[src/rtl/pin_bitperm_seq_pkg.sv]
// Shared definitions for the pin bit-permutation engine and its bench.
// Holds the mode encodings, the FSM state type and a sizing helper.
package pin_bitperm_seq_pkg;

    localparam logic MODE_DECOMP = 1'b0;
    localparam logic MODE_COMP   = 1'b1;

    typedef enum logic [1:0] {
        IDLE = 2'd0,
        RUN  = 2'd1,
        DONE = 2'd2
    } state_e;

    function automatic int ceil_div(input int num, input int den);
        return (num + den - 1) / den;
    endfunction

endpackage

[src/rtl/pin_bitperm_chunk.sv]
// Combinational processor for STEP consecutive mask positions: deposits data bits
// (decompress) or scatters chunk bits into accumulator slots (compress), advancing ptr.
module pin_bitperm_chunk
    import pin_bitperm_seq_pkg::*;
#(
    parameter int WIDTH = 16,
    parameter int STEP  = 4
) (
    input  logic                       mode_i,
    input  logic [STEP-1:0]            mask_i,
    input  logic [STEP-1:0]            valid_i,
    input  logic [STEP-1:0]            chunk_data_i,
    input  logic [WIDTH-1:0]           data_i,
    input  logic [$clog2(WIDTH+1)-1:0] ptr_i,
    output logic [STEP-1:0]            dep_o,
    output logic [WIDTH-1:0]           scat_o,
    output logic [$clog2(WIDTH+1)-1:0] cnt_o,
    output logic [$clog2(WIDTH+1)-1:0] ptr_o
);

    localparam int PW = $clog2(WIDTH + 1);

    logic [PW-1:0] ptr_w;

    always_comb begin
        // NOTE: blocking assignments carry the running pointer from one position to the
        // next within one evaluation; every output is defaulted first so no latch forms.
        dep_o  = '0;
        scat_o = '0;
        cnt_o  = '0;
        ptr_w  = ptr_i;
        for (int j = 0; j < STEP; j++) begin
            if (mask_i[j] && valid_i[j]) begin
                // ptr_w only reaches WIDTH after the final set bit, so it never indexes past data.
                if (mode_i == MODE_DECOMP) begin
                    dep_o[j] = 1'(data_i >> ptr_w);
                end else begin
                    scat_o = scat_o | (WIDTH'(chunk_data_i[j]) << ptr_w);
                end
                ptr_w = ptr_w + PW'(1);
                cnt_o = cnt_o + PW'(1);
            end
        end
        ptr_o = ptr_w;
    end

endmodule

[src/rtl/pin_bitperm_seq.sv]
// Iterative handshaked deposit/extract engine: STEP mask positions per clock,
// result and mask popcount presented in DONE until the consumer accepts them.
module pin_bitperm_seq
    import pin_bitperm_seq_pkg::*;
#(
    parameter int WIDTH = 16,
    parameter int STEP  = 4
) (
    input  logic                       clk,
    input  logic                       rst_n,
    input  logic                       in_valid,
    output logic                       in_ready,
    input  logic                       in_mode,
    input  logic [WIDTH-1:0]           in_data,
    input  logic [WIDTH-1:0]           in_mask,
    output logic                       out_valid,
    input  logic                       out_ready,
    output logic [WIDTH-1:0]           out_data,
    output logic [$clog2(WIDTH+1)-1:0] out_count
);

    localparam int NSTEP = ceil_div(WIDTH, STEP);
    localparam int CW    = $clog2(WIDTH + 1);
    localparam int POSW  = $clog2(NSTEP * STEP + 1);
    localparam logic [POSW-1:0] LAST_POS = POSW'((NSTEP - 1) * STEP);

    state_e           state_q, state_d;
    logic             mode_q, mode_d;
    logic [WIDTH-1:0] data_q, data_d;
    logic [WIDTH-1:0] mask_q, mask_d;
    logic [WIDTH-1:0] acc_q, acc_d;
    logic [POSW-1:0]  pos_q, pos_d;
    logic [CW-1:0]    ptr_q, ptr_d;
    logic [CW-1:0]    cnt_q, cnt_d;

    logic [STEP-1:0]  chunk_mask, chunk_valid, chunk_data, chunk_dep;
    logic [WIDTH-1:0] chunk_scat;
    logic [CW-1:0]    chunk_cnt, chunk_ptr;
    logic             ready_c;

    assign chunk_mask = STEP'(mask_q >> pos_q);
    assign chunk_data = STEP'(data_q >> pos_q);

    // Positions past WIDTH in a partial last chunk must contribute nothing.
    always_comb begin
        chunk_valid = '0;
        for (int j = 0; j < STEP; j++) begin
            chunk_valid[j] = (int'(pos_q) + j) < WIDTH;
        end
    end

    pin_bitperm_chunk #(
        .WIDTH (WIDTH),
        .STEP  (STEP)
    ) u_chunk (
        .mode_i       (mode_q),
        .mask_i       (chunk_mask),
        .valid_i      (chunk_valid),
        .chunk_data_i (chunk_data),
        .data_i       (data_q),
        .ptr_i        (ptr_q),
        .dep_o        (chunk_dep),
        .scat_o       (chunk_scat),
        .cnt_o        (chunk_cnt),
        .ptr_o        (chunk_ptr)
    );

    always_comb begin
        state_d   = state_q;
        mode_d    = mode_q;
        data_d    = data_q;
        mask_d    = mask_q;
        acc_d     = acc_q;
        pos_d     = pos_q;
        ptr_d     = ptr_q;
        cnt_d     = cnt_q;
        ready_c   = 1'b0;
        out_valid = 1'b0;
        case (state_q)
            IDLE: begin
                ready_c = 1'b1;
                if (in_valid) begin
                    state_d = RUN;
                    mode_d  = in_mode;
                    data_d  = in_data;
                    mask_d  = in_mask;
                    acc_d   = '0;
                    pos_d   = '0;
                    ptr_d   = '0;
                    cnt_d   = '0;
                end
            end
            RUN: begin
                if (mode_q == MODE_DECOMP) begin
                    acc_d = acc_q | (WIDTH'(chunk_dep) << pos_q);
                end else begin
                    acc_d = acc_q | chunk_scat;
                end
                ptr_d = chunk_ptr;
                cnt_d = cnt_q + chunk_cnt;
                pos_d = pos_q + POSW'(STEP);
                if (pos_q == LAST_POS) begin
                    state_d = DONE;
                end
            end
            DONE: begin
                out_valid = 1'b1;
                if (out_ready) begin
                    state_d = IDLE;
                end
            end
            default: state_d = IDLE;
        endcase
    end

    always_ff @(posedge clk or negedge rst_n) begin
        if (!rst_n) begin
            state_q <= IDLE;
            mode_q  <= MODE_DECOMP;
            data_q  <= '0;
            mask_q  <= '0;
            acc_q   <= '0;
            pos_q   <= '0;
            ptr_q   <= '0;
            cnt_q   <= '0;
        end else begin
            state_q <= state_d;
            mode_q  <= mode_d;
            data_q  <= data_d;
            mask_q  <= mask_d;
            acc_q   <= acc_d;
            pos_q   <= pos_d;
            ptr_q   <= ptr_d;
            cnt_q   <= cnt_d;
        end
    end

    // Gating with rst_n keeps in_ready low while reset is held, not just after an edge.
    assign in_ready  = ready_c & rst_n;
    assign out_data  = acc_q;
    assign out_count = cnt_q;

endmodule

[config.mk]
export PLATFORM = sky130hd
export DESIGN_NAME = pin_bitperm_seq
export DESIGN_NICKNAME = d
export VERILOG_FILES = /design/src/rtl/pin_bitperm_seq_pkg.sv /design/src/rtl/pin_bitperm_chunk.sv /design/src/rtl/pin_bitperm_seq.sv
export SDC_FILE = /design/constraint.sdc
export NUM_CORES = 1
export LEC_CHECK = 0
export CAP_MARGIN = 20
export CORE_AREA = 2 2 110 112
export DETAILED_ROUTE_END_ITERATION = 7
export DIE_AREA = 0 0 112 114
export GPL_TIMING_DRIVEN = 1
export HOLD_SLACK_MARGIN = 0.12
export PLACE_DENSITY = 0.72
export SLEW_MARGIN = 20
export SYNTH_ARGS = -nofsm -noshare
export SYNTH_HDL_FRONTEND = slang
export SYNTH_HIERARCHICAL = 1
export SYNTH_SLANG_ARGS = --single-unit
[constraint.sdc]
create_clock -name clk -period 5.4 [get_ports clk]
set_clock_uncertainty 0.2 [all_clocks]
set_input_delay 0.54 -clock clk [delete_from_list [all_inputs] [get_ports clk]]
set_output_delay 0.54 -clock clk [all_outputs]
set_load 0.05 [all_outputs]
# Word level (Yosys, flattened, before mapping)
# Index checks and enable logic that the tools add are counted.
# totals
in_bits	37
wordCells	93
regBits	66
output_inout_bits	23
# classes
add_sub_neg	12
n_eq_ne	6
bitwise	6
reduce_logical	9
mux	37
order_cmp	4
shifts	11
# op_table
op	n
16-bit 2-to-1 mux	10
16-bit OR	5
1-bit by 5-bit left shift with 16-bit output	4
16-bit by 5-bit >> shifter with 1-bit output	4
5-bit 2-to-1 mux	8
16-bit case mux with 2 select lines	1
16-bit by 5-bit >> shifter with 4-bit output	2
5-bit by 1-bit adder with 5-bit output, second input constant	6
5-bit case mux with 2 select lines	3
6-bit by 5-bit less-than comparator with 1-bit output, second input constant	3
4-bit by 5-bit left shift with 16-bit output	1
5-bit by 2-bit adder with 6-bit output, second input constant	2
1-bit 2-to-1 mux	11
5-bit by 1-bit adder with 6-bit output, second input constant	1
2-bit 2-to-1 mux	3
2-bit != test, second input constant	3
2-bit case mux with 3 select lines	1
5-bit by 3-bit adder with 5-bit output, second input constant	1
5-bit adder	1
5-bit by 4-bit equality test with 1-bit output, second input constant	1
5-bit less-than comparator, second input constant	1
1-bit logical AND	4
2-bit AND reduction	2
3-bit AND reduction	1
other kinds (6)	6

# Logic depth before layout (Yosys ltp)
# Gate-level depths: netlist of the first run.
# depth
ltp_word	16
depth_mapped	24
ltp_nobuf	21

# Hierarchy
# Netlist of the first run, hierarchy kept.
# by_module_without_submodules
module	n_inst	seq_area_each_um2	cells_per_inst	area_per_inst_um2
pin_bitperm_seq	1	1601.5	334	3101.7
pin_bitperm_chunk	1	0.0	260	2048.2

# Worst setup path before layout of the first run
# OpenSTA, ideal clock, no wires.
# synth_path
path_kind	flip-flop to flip-flop
startpoint	register pos_q[2]
endpoint	register acc_q[11], in the netlist out_data[11]
t_arrival_ns	4.921
n_path_buf	2
path_stages_with_launch	23
setup_ns	0.121
setup_slack_ns	0.158
synth_period_minus_slack_ns	5.242
t_required_ns	5.079
cell_sequence	dfrtp_1 buf_6 mux4_1 and2_1 and3b_1 nor2_4 inv_2 ha_1 nor2_1 a21oi_1 buf_2 ha_1 nand3_1 xnor2_1 xnor2_1 mux4_2 nor2b_1 a311oi_1 nor4_2 nand2b_1 o31ai_1 a21oi_1 nor2_1
# synth_between
elab_cells_between_ends	48
classes_between	5 x add/sub; 4 x order compare; 10 x shift; 20 x mux; 5 x bitwise; 4 x reduce/logical
# synth_rtl
element	line	rtl
from (decl)	pin_bitperm_seq.sv:32	logic [POSW-1:0] pos_q, pos_d;
from (signal assigned)	pin_bitperm_seq.sv:132	pos_q <= pos_d;
16-bit by 5-bit >> shifter with 4-bit output *	pin_bitperm_seq.sv:41	assign chunk_mask = STEP'(mask_q >> pos_q);
via chunk_mask[0]	pin_bitperm_seq.sv:36	logic [STEP-1:0] chunk_mask, chunk_valid, chunk_data, chunk_dep;
1-bit logical AND *	pin_bitperm_chunk.sv:33	if (mask_i[j] && valid_i[j]) begin
5-bit 2-to-1 mux *	pin_bitperm_chunk.sv:33	
5-bit by 1-bit adder with 5-bit output	pin_bitperm_chunk.sv:40	ptr_w = ptr_w + PW'(1);
5-bit 2-to-1 mux *	pin_bitperm_chunk.sv:33	
5-bit by 1-bit adder with 5-bit output	pin_bitperm_chunk.sv:40	
5-bit 2-to-1 mux *	pin_bitperm_chunk.sv:33	
16-bit by 5-bit >> shifter with 1-bit output *	pin_bitperm_chunk.sv:36	dep_o[j] = 1'(data_i >> ptr_w);
1-bit 2-to-1 mux *	pin_bitperm_chunk.sv:35	if (mode_i == MODE_DECOMP) begin
1-bit 2-to-1 mux *	pin_bitperm_chunk.sv:33	
via chunk_dep[3]	pin_bitperm_seq.sv:36	
4-bit by 5-bit left shift with 16-bit output *	pin_bitperm_seq.sv:95	acc_d = acc_q | (WIDTH'(chunk_dep) << pos_q);
16-bit OR *	pin_bitperm_seq.sv:95	
16-bit 2-to-1 mux *	pin_bitperm_seq.sv:94	if (mode_q == MODE_DECOMP) begin
16-bit case mux with 2 select lines *	pin_bitperm_seq.sv:79	case (state_q)
to (signal assigned)	pin_bitperm_seq.sv:122	acc_q <= '0;
to (signal assigned)	pin_bitperm_seq.sv:131	acc_q <= acc_d;
to (decl)	pin_bitperm_seq.sv:31	logic [WIDTH-1:0] acc_q, acc_d;
# Mark *: on every way through the listed nets, which the timed path passes. The rest lies on a longest branch.
# A chain may end at the register's enable or synchronous reset.

# Worst setup path after layout of the first run
# Same ends and word-level chain as after synthesis.

==> summary.txt, run 1 <==
STA
  • Tcrit/Tclk final: 92.6%
  • Max frequency: 200 MHz
  • Final setup vio count: 0
  • Slew margin rel.: 32.9%
  • Minimum clock period: 5.00 ns
  • Max-slew violation count: 0
  • RSZ-0062 raised after global routing: no
  • Hold Vio Cnt, Final: 0
  • Hold_ws: 0.219 ns
  • Worst slew pin tran: 1.00 ns

Placement
  • DP Wirelength: 11.3 mm
  • Placed Instance Area: 5870 sq um
  • GPL Wtd Cong: slightly below 1
  • Number of I/O port buffers: 59

Setup path
  • Worst Path Arrival: 4.98 ns
  • CP Launch Type: flip-flop
  • Critical path required time: 5.38 ns
  • Setup CP Type: flip-flop to flip-flop
  • CP endpoint kind: flip-flop
  • Reg2reg start: pos_q[2]
  • R2R setup slack: ~0.4 ns
  • Max FO, Critical Path: 6
  • R2R cell count: 21
  • R2R Path End: out_data[11]

Route
  • Vias: 4,909
  • WL/cell: 19.3 um
  • Drt via density: around 6.1
  • Detailed Route WL: between 15 and 20 mm
  • Iteration-0 DRC Markers: 537
  • # DRC: 0
  • Antenna Nets Post-Route: 0
  • Drt pass-1 iters: 5

Yosys
  • Ys flop type: dfrtp_1
  • Unique masters post-synth: 68
  • Ranking of synthesized cells by area: dfrtp_1 31%, nand2_1 12%, mux4_2 7.0%, mux4_1 3.6%, ha_1 3.2%
  • Seq/Total Area, Yosys: 31.1%
  • Area leader, netlist: dfrtp_1
  • Mux contribution to synthesized area: 12.2%
  • Simple logic cell fraction of the synthesized area: 26.4%
  • Mapped cell area: 5150 sq um
  • Top cell type's share of synthesized area: 31.1%
  • Yosys warnings: 6
  • Syn avg cell area: 8.67 sq um
  • Compound-Gate Fraction of Synth Area: 16.4%
  • Synth Register Bits: 64
  • Largest family of logic cells by synthesized area: simple AND/OR/NAND/NOR gates
  • Xor/xnor cell area share of the yosys netlist: roughly 5.8%
  • Mapped Cells: 594
  • Post-synthesis adder-cell area fraction: 3.55%
  • Post-synth EDFFs: 0
  • Asr flop ratio synth: 100%

Outcome
  • Status: finished clean

Clocking
  • H-Tree Depth: 3
  • Clock Path Buffers: 2
  • Cts-stage hold buffer count: 0
  • TritonCTS buffer count: 9
  • Worst skew pair latency: 0.33 ns
  • CTS Sinks: 64
  • Clock root cell: clkbuf_16
  • CTS tree: done
  • Clock-pin transition on the worst setup and hold timing paths: 0.06 ns

GRT
  • Grt met2 use: 40.7%
  • GR peak layer: met2
  • M1 GR Usage: 34.7%
  • GRT Resource Usage Total: 25.3%
  • Antenna violations before repair: 0
  • Global-route wire length before repair: 25.7 mm
  • Vias in the first global route: 4,906
  • GR Util met3: 4.30%
  • Pin count of the biggest net entering global routing: 65
  • Total congestion overflow: 0

Floorplanning
  • Rows: 40
  • Starting density of the core: 44.0%
  • Die area: 12,800 sq um
  • Core Footprint: 11,700 sq um
  • I/O pin count: 60
  • Die height: 114 um
  • Die Wd: 112 um

Power
  • Power Dens Cells: 781 nW/um^2
  • Peak supply drop: 592 uV
  • P_leak: roughly 2.6 nW

Cells and area
  • Antenna cell count: 0
  • Fillers: 1,097
  • Layout cells sized above 1: roughly 13%
  • Syn-to-layout area delta: 21.5%
  • Post-layout nets: 700
  • Finished Core Util: 53.4%
  • Post-route cell area: 6250 sq um

Job
  • Max Cap Violations: 0

Min path
  • Worst hold path class: primary input to asynchronous set/reset pin
==> Yosys cell counts (7+ instances only) <==
cell type	n
nand2_1	165
dfrtp_1	64
nor2_1	34
a21oi_1	21
buf_2	20
nand3_1	20
o21ai_0	19
a22oi_1	17
and2_1	16
mux4_2	16
xnor2_1	16
o31ai_1	14
ha_1	13
o221ai_1	12
nand2b_1	10
clkbuf_1	9
nor3_1	8
mux4_1	7
nor2b_1	7
==> power breakdown <==
group          internal (mW)  leakage (nW)  switching [mW]  total (mW)
clock                  0.451         0.166           0.225       0.676
sequential             0.684         0.821           0.232       0.915
combinational           1.33          1.63            1.96        3.29
total                   2.47          2.62            2.42        4.88
==> area by class of cell <==
| class | instances | area [sq um] | share of cell area, % |
|---|---|---|---|
| sequential | 64 | 1600 | 25.6 |
| clock buffer | 9 | 225 | 3.60 |
| inverter | 11 | 42.5 | 0.680 |
| clock inverter | 7 | 120 | 1.92 |
| multi-input combinational | 486 | 3360 | 53.7 |
| tap | 147 | 184 | 2.94 |
| timing repair buffer | 77 | 721 | 11.5 |
==> routing by layer <==
metal	routed length (um)	part of all wire, %	vias to the layer above
met5	0	0	-
met3	1130	7.3	42
li1	-	-	2250
met1	6660	43	2389
met2	7200	46	228
met4	497	3.2	0
==> registers in the layout, indices dropped and copies added (netlist names) <==
| name | cells |
|---|---|
| pos_q | 3 |
| out_data | 16 |
| data_q | 16 |
| out_count | 5 |
| mask_q | 16 |
| mode_q | 1 |
| state_q | 2 |
| ptr_q | 5 |
==> what timing repair did <==
action	in CTS	in global routing
endpoints found under the setup margin	2	4
gates resized for setup	1	3
setup buffers	0	1
pin swaps	0	1
==> cells by family after synthesis <==
family          count (synthesis)
flops                          64
other cells                     1
fa+ha+maj                      14
buf+inv                        45
xor+xnor                       27
compound gates                118
simple gates                  294
mux                            31
==> cell usage in the layout, fill, tap and decap left out, types with 15 or more instances in the layout <==
cell	n
mux4_2	16
and2_1	15
nand3_1	20
clkdlybuf4s50_1	58
a21oi_1	21
xnor2_1	15
dfrtp_1	64
a22oi_1	17
o21ai_0	19
nand2_1	164
nor2_1	34
buf_4	18
==> worst max-delay path: stages, from the launching register on <==
cell and delay (ns):
dfrtp_1 0.39, mux4_1 0.33, and2_1 0.25, and2_1 0.29
clkinv_2 0.16, a21oi_4 0.27, inv_1 0.09, ha_1 0.29
nor2_1 0.11, a21oi_1 0.07, ha_1 0.28, nand3b_1 0.13
o31a_1 0.28, a21boi_4 0.32, mux4_2 0.53, nand2_1 0.07
and3_1 0.17, nor4_2 0.05, nand2b_1 0.22, o31ai_1 0.12
a21oi_1 0.15, nor2_1 0.05
==> how the worst max path moves through the flow <==
stage / to / from / slack (ns) / depth (start not counted)
floorplan: out_data[11] / pos_q[2] / 0.16 / 22
global placement: out_data[7] / pos_q[2] / 0.21 / 21
detailed placement: out_data[3] / pos_q[2] / -0.03 / 21
CTS: out_data[3] / pos_q[2] / 0.24 / 21
global route: out_data[3] / pos_q[2] / 0.07 / 21
finish: out_data[11] / pos_q[2] / 0.40 / 21
==> metrics by stage <==
step                      std cells  TNS (ns)  worst slack, ns  total power, mW
final                           801         0            0.400             4.88
after global routing            801         0           0.0739             5.20
after global placement          784         0            0.208             4.05
after floorplan                 595         0            0.158             3.20
after detailed placement        784   -0.0263          -0.0263             4.08
after CTS                       800         0            0.240             4.79
No activity file was read; power rests on OpenSTA's default activity.
==> run 2, diff against run 1 <==
CAP_MARGIN = default   (was 20)
==> results of run 2 <==
No change in the layout: final DEF, timing and power equal those of run 1.
